**config.mk**
```make
export PLATFORM = sky130hd
export DESIGN_NAME = lut_breadboard
export DESIGN_NICKNAME = d
export VERILOG_FILES = /design/src/rtl/lut_breadboard_pkg.sv /design/src/rtl/lut_cell.sv /design/src/rtl/lut_breadboard.sv
export SDC_FILE = /design/constraint.sdc
export NUM_CORES = 1
export LEC_CHECK = 0
export ABC_AREA = 0
export BUFFER_PORTS_ARGS = -buffer_cell sky130_fd_sc_hd__buf_4
export CELL_PAD_IN_SITES_DETAIL_PLACEMENT = 2
export CELL_PAD_IN_SITES_GLOBAL_PLACEMENT = 2
export CORE_MARGIN = 5
export CORE_UTILIZATION = 38
export DETAILED_ROUTE_END_ITERATION = 12
export GPL_ROUTABILITY_DRIVEN = 0
export HOLD_SLACK_MARGIN = 0.02
export PLACE_DENSITY = 0.77
export SETUP_SLACK_MARGIN = 0.2
export SYNTH_ARGS = -nofsm -noshare
export SYNTH_HDL_FRONTEND = slang
export SYNTH_HIERARCHICAL = 1
export SYNTH_SLANG_ARGS = --single-unit
```
**constraint.sdc**
```tcl
create_clock -name clk -period 2.56 [get_ports clk]
set_input_delay 0.256 -clock clk [delete_from_list [all_inputs] [get_ports clk]]
set_output_delay 0.256 -clock clk [all_outputs]
set_load 0.03 [all_outputs]
```
**src/rtl/lut_breadboard_pkg.sv**
```systemverilog
// Shared types and sizing helpers for the LUT breadboard.
package lut_breadboard_pkg;

  // Sweep controller states.
  typedef enum logic [1:0] {
    IDLE = 2'd0,
    RUN  = 2'd1,
    DONE = 2'd2
  } state_t;

  // Default geometry: 4-input functions, 10 of them.
  localparam int DEF_NUM_IN  = 4;
  localparam int DEF_NUM_OUT = 10;

  // Bits in one truth table: one bit per input combination.
  function automatic int table_width(input int num_in);
    return 1 << num_in;
  endfunction

  // Width of the table-select field; never narrower than one bit.
  function automatic int sel_width(input int num_out);
    return (num_out > 1) ? $clog2(num_out) : 1;
  endfunction

endpackage

```
**src/rtl/lut_cell.sv**
```systemverilog
// One programmable logic function: a truth-table register with a registered
// evaluation read and a combinational read for the sweep stream.
module lut_cell
  import lut_breadboard_pkg::*;
#(
  parameter  int NUM_IN = DEF_NUM_IN,
  localparam int TBL_W  = table_width(NUM_IN)
) (
  input  logic              clk,
  input  logic              rst_n,
  input  logic              wr_en,
  input  logic [TBL_W-1:0]  wr_table,
  input  logic [NUM_IN-1:0] eval_in,
  input  logic [NUM_IN-1:0] sweep_index,
  output logic              eval_bit,
  output logic              sweep_bit
);

  // Bit i holds the function value for input combination i (first input = MSB).
  logic [TBL_W-1:0] table_q;

  // Truth-table storage, loaded whole on a write strobe.
  // NOTE: the table is a plain register rather than a RAM, so clearing it on
  // reset is legal and required; a memory macro could not be reset this way.
  always_ff @(posedge clk) begin
    if (!rst_n) begin
      table_q <= '0;
    end else if (wr_en) begin
      // NOTE: non-blocking assignment keeps every flop sampling pre-edge
      // values, so a write and a read in the same cycle never race.
      table_q <= wr_table;
    end
  end

  // Direct evaluation: one cycle of latency from eval_in to eval_bit.
  always_ff @(posedge clk) begin
    if (!rst_n) begin
      eval_bit <= 1'b0;
    end else begin
      eval_bit <= table_q[eval_in];
    end
  end

  // Sweep read is combinational; the controller owns its timing.
  assign sweep_bit = table_q[sweep_index];

endmodule

```
**src/rtl/lut_breadboard.sv**
```systemverilog
// Bank of programmable truth tables with a direct-evaluation port and a
// handshaked sweep engine that streams every input combination in order.
module lut_breadboard
  import lut_breadboard_pkg::*;
#(
  parameter  int NUM_IN  = DEF_NUM_IN,
  parameter  int NUM_OUT = DEF_NUM_OUT,
  localparam int TBL_W   = table_width(NUM_IN),
  localparam int SEL_W   = sel_width(NUM_OUT)
) (
  input  logic               clk,
  input  logic               rst_n,
  // Truth-table write port
  input  logic               cfg_valid,
  output logic               cfg_ready,
  input  logic [SEL_W-1:0]   cfg_sel,
  input  logic [TBL_W-1:0]   cfg_table,
  // Direct evaluation
  input  logic [NUM_IN-1:0]  eval_in,
  output logic [NUM_OUT-1:0] eval_out,
  // Sweep control
  input  logic               sweep_start,
  output logic               busy,
  // Sweep result stream
  output logic               out_valid,
  input  logic               out_ready,
  output logic [NUM_IN-1:0]  out_index,
  output logic [NUM_OUT-1:0] out_result,
  output logic               sweep_done
);

  // Last input combination of a sweep; a handshake here ends the sweep.
  localparam logic [NUM_IN-1:0] IDX_LAST = '1;

  state_t             state;
  state_t             next_state;
  logic [NUM_IN-1:0]  index;
  logic [NUM_IN-1:0]  next_index;
  logic               cfg_fire;
  logic [NUM_OUT-1:0] sweep_bits;

  // Writes are taken only while idle; out-of-range selects match no cell
  // and are therefore accepted and dropped.
  assign cfg_fire = cfg_valid && cfg_ready;

  // One cell per output function.
  for (genvar k = 0; k < NUM_OUT; k++) begin : g_cell
    lut_cell #(
      .NUM_IN (NUM_IN)
    ) u_cell (
      .clk         (clk),
      .rst_n       (rst_n),
      .wr_en       (cfg_fire && (int'(cfg_sel) == k)),
      .wr_table    (cfg_table),
      .eval_in     (eval_in),
      .sweep_index (index),
      .eval_bit    (eval_out[k]),
      .sweep_bit   (sweep_bits[k])
    );
  end

  // Controller state and sweep index; reset aborts any sweep in flight.
  always_ff @(posedge clk) begin
    if (!rst_n) begin
      state <= IDLE;
      index <= '0;
    end else begin
      state <= next_state;
      index <= next_index;
    end
  end

  // Next-state logic and control outputs for the sweep controller.
  always_comb begin
    // NOTE: every output gets a default before the case so no path leaves a
    // signal unassigned, which would otherwise infer a latch.
    next_state = state;
    next_index = index;
    cfg_ready  = 1'b0;
    out_valid  = 1'b0;
    busy       = 1'b0;
    sweep_done = 1'b0;

    unique case (state)
      IDLE: begin
        cfg_ready = 1'b1;
        if (sweep_start) begin
          next_state = RUN;
          next_index = '0;
        end
      end

      RUN: begin
        out_valid = 1'b1;
        busy      = 1'b1;
        if (out_ready) begin
          if (index == IDX_LAST) begin
            // Stop on the last beat; the index is not wrapped.
            next_state = DONE;
          end else begin
            next_index = index + 1'b1;
          end
        end
      end

      DONE: begin
        busy       = 1'b1;
        sweep_done = 1'b1;
        next_state = IDLE;
      end

      default: begin
        next_state = IDLE;
      end
    endcase
  end

  // Stream payload is driven only during a beat and is otherwise zero. Tables
  // cannot change in RUN (writes need IDLE), and the index only moves on a
  // handshake, so a stalled beat holds steady by construction.
  assign out_index  = out_valid ? index : '0;
  assign out_result = out_valid ? sweep_bits : '0;

endmodule
```
==> results.md <==
- Mean Syn Cell Area: 11.5 um2
- XOR/XNOR Fraction of Synth Area: 0%
- Status: finished with violations
- Post-synthesis simple-gate area fraction: 17.3%
- Clock skew: 0.0173 ns
- Mapped cell area: 9420 um2
- Share of cells above drive strength 1: 23.7%
- Via/cell ratio: 5.79
- Synth cell types: 35
- Die ar.: 28,000 um2
- Unrepaired setup endpoints after global routing: yes
- Max clock buf depth: 2
- Max-cap violations: 0
- Initial DRC count: 429
- # rows: 57
- Core Box Area: 24,400 um2
- WS Path Type: register to primary output
- Pre-antenna DRT Iters: 4
- Critical path required time: 2.30 ns
- Yosys top cell area share: 37.4%
- Largest family of logic cells by synthesized area: multiplexers
- Number of synthesized register bits: 176
- Crit path time final: 2.69 ns
- Via count: 7,131
- Largest net degree at the start of global routing: 88
- Psw: 1560 uW
- DRC errors left: 0
- EDFF count, synth: 0
- GRT Util Overall: 23.8%
- Detailed Route WL: 33,200 um
- First-pass GRT wire length: 50,700 um
- Setup violators final: 10
- Fin crit share: 105%
- CTS tree: done
- Post-layout util: 46.3%
- Overflow after GRT: 0
- Switching share of power: 24.6%
- Vias in the first global route: 7,880
- Count leader, synth: mux2i_1
- Slew margin rel.: 58.0%
- Clock latency on the worst-skew pair: 0.44 ns
- Gate Count Post-Synth: 818
- Combinational Power Share: 11.1%
- Seq pwr share: 44.4%
- Antenna Violating Nets Remaining: 0
- Cell Pwr Density: 560 nW/um2
- CTS Root Cell: clkbuf_16
- Clock share of power: 44.4%
- Measured slew at the worst slew-check pin: 0.630 ns
- Area growth syn-to-layout: 19.9%
- CP Capture Type: primary output
- Total number of H-tree levels: 4
- Worst Slack Setup Final: -0.127 ns
- Most used flip-flop cell after synthesis: dfxtp_1
- Die Y: 167 um
- Final hold vios: 0
- Startpoint Class: register
- Adder-Cell Fraction of Synth Area: 0.531%
- Post-Place Worst Slack: 0.248 ns
- Top Ports: 57
- Crit path max fanout: 6
- Final setup TNS: -0.883 ns
- Clock-pin slew on the worst setup and hold paths: 0.07 ns
- Input/output buffers: 56
- Antenna Cells: 0
- Final Hold Slack: 0.169 ns
- Starting density of the core: 38.6%
- Failing checks: setup timing
- Fraction of registers with async set/reset: 0%
- Static Leak: 0.00377 uW
- Wire per inst: 27.0 um
- Post-synth top cells: 201 x mux2i_1, 176 x dfxtp_1, 170 x nor2b_1
- Synth top area cells: dfxtp_1 37%, mux2i_1 21%, nor2b_1 11%
- Syn_nets: 851
- Multiplexer share of the synthesized area: 39.7%
- Cell Int Power: 4770 uW
- Cell taking the most area after synthesis: dfxtp_1
- Max Slew Vio Count: 0
- Post-DP HPWL: 18,700 um
- DIE WIDTH: 167 um
- Total power: 6320 uW
- Total Nets Final: 930
- CTS Sinks: 176
- Worst vdd ir: 340 uV
- Initial antenna violation count: 0
- Yosys warns: 6
- Seq/Total Area, Yosys: 37.4%
- Critical path data arrival time: 2.43 ns
- Fmax: 372 MHz
- CTS Buf Count: 17
- Compound-Gate Fraction of Synth Area: 2.88%
- HP Class: input port to register
## power groups by stage
stage                     clock network (uW)  registers (uW)  logic, uW
after detailed placement                   0            2870        643
final                                   2810            2810        703
after global placement                     0            2870        630
after floorplan                            0            2890        307
after global routing                    2970            2810        741
after CTS                               2840            2810        695
## what timing repair did
action | in CTS | in global routing
hold buffers | 0 | 0
setup endpoints to repair | 10 | 65
gates cloned | 5 | 0
resized for setup | 60 | 3
pin swaps | 3 | 0
buffers inserted | 12 | 1
hold endpoints to repair | 0 | 0
## through the flow
stage,instances,instance area [um2]
floorplan,818,9430
global placement,1184,10400
detailed placement,1184,10400
CTS,1231,11300
global route,1232,11300
finish,1232,11300
## critical path, cell delays in order (launching register included)
cell and delay, ns:
dfxtp_4 0.44, buf_6 0.13, buf_12 0.12, mux4_2 0.51, mux4_2 0.48, and2_4 0.19, buf_6 0.13
## per-layer routing
layer | routed length (um) | up-vias | part of all wire, % | GRT usage (%)
li1 | - | 3144 | - | -
met1 | 14900 | 3787 | 45 | 31.9
met2 | 16400 | 165 | 49 | 40.4
met3 | 1280 | 35 | 3.8 | 3.98
met4 | 565 | 0 | 1.7 | 5.54
met5 | 0 | - | 0 | 0
## cells in the final DEF, fill, tap and decap left out, drive strengths merged, types with 10 or more instances in the layout
master  Yosys  layout
and2       14      14
buf        30     101
clkbuf     12      24
dfxtp     176     176
mux2i     201     201
mux4       70      70
nand2      37      37
nand2b     13      13
nand3      26      26
nor2       11      11
nor2b     170     170
o211ai     20      20
o22ai      10      10
## sequential cells by signal, indices dropped and copies added, names as in the netlist
signal / count
index: 4
state: 2
g_cell.u_cell/eval_bit: 10
g_cell.u_cell/table_q: 160
## logic make-up (layout without fill, tap and decap cells)
group / Yosys count / count (layout)
simple gates: 283 / 283
mux: 271 / 271
flops: 176 / 176
buf+inv: 45 / 135
compound gates: 39 / 39
fa+ha+maj: 4 / 4
## area by class of cell
type / instances / area [um2]
multi-input combinational: 597 / 5650
clock buffer: 24 / 482
sequential: 176 / 3530
clock inverter: 6 / 130
fill: 2467 / 13100
tap: 324 / 405
inverter: 3 / 11.3
timing repair buffer: 102 / 1090
## worst paths after layout
kind | startpoint | end | slack, ns | cells after the start
setup / recovery | index[0] | out_result[6] | -0.13 | 6
hold / removal | sweep_start | state[0] | 0.17 | 3
setup reg to reg | state[0] | g_cell[0].u_cell/table_q[0] | 0.35 | 8
hold reg to reg | state[1] | state[1] | 0.52 | 2
No activity file was read; power rests on OpenSTA's default activity.
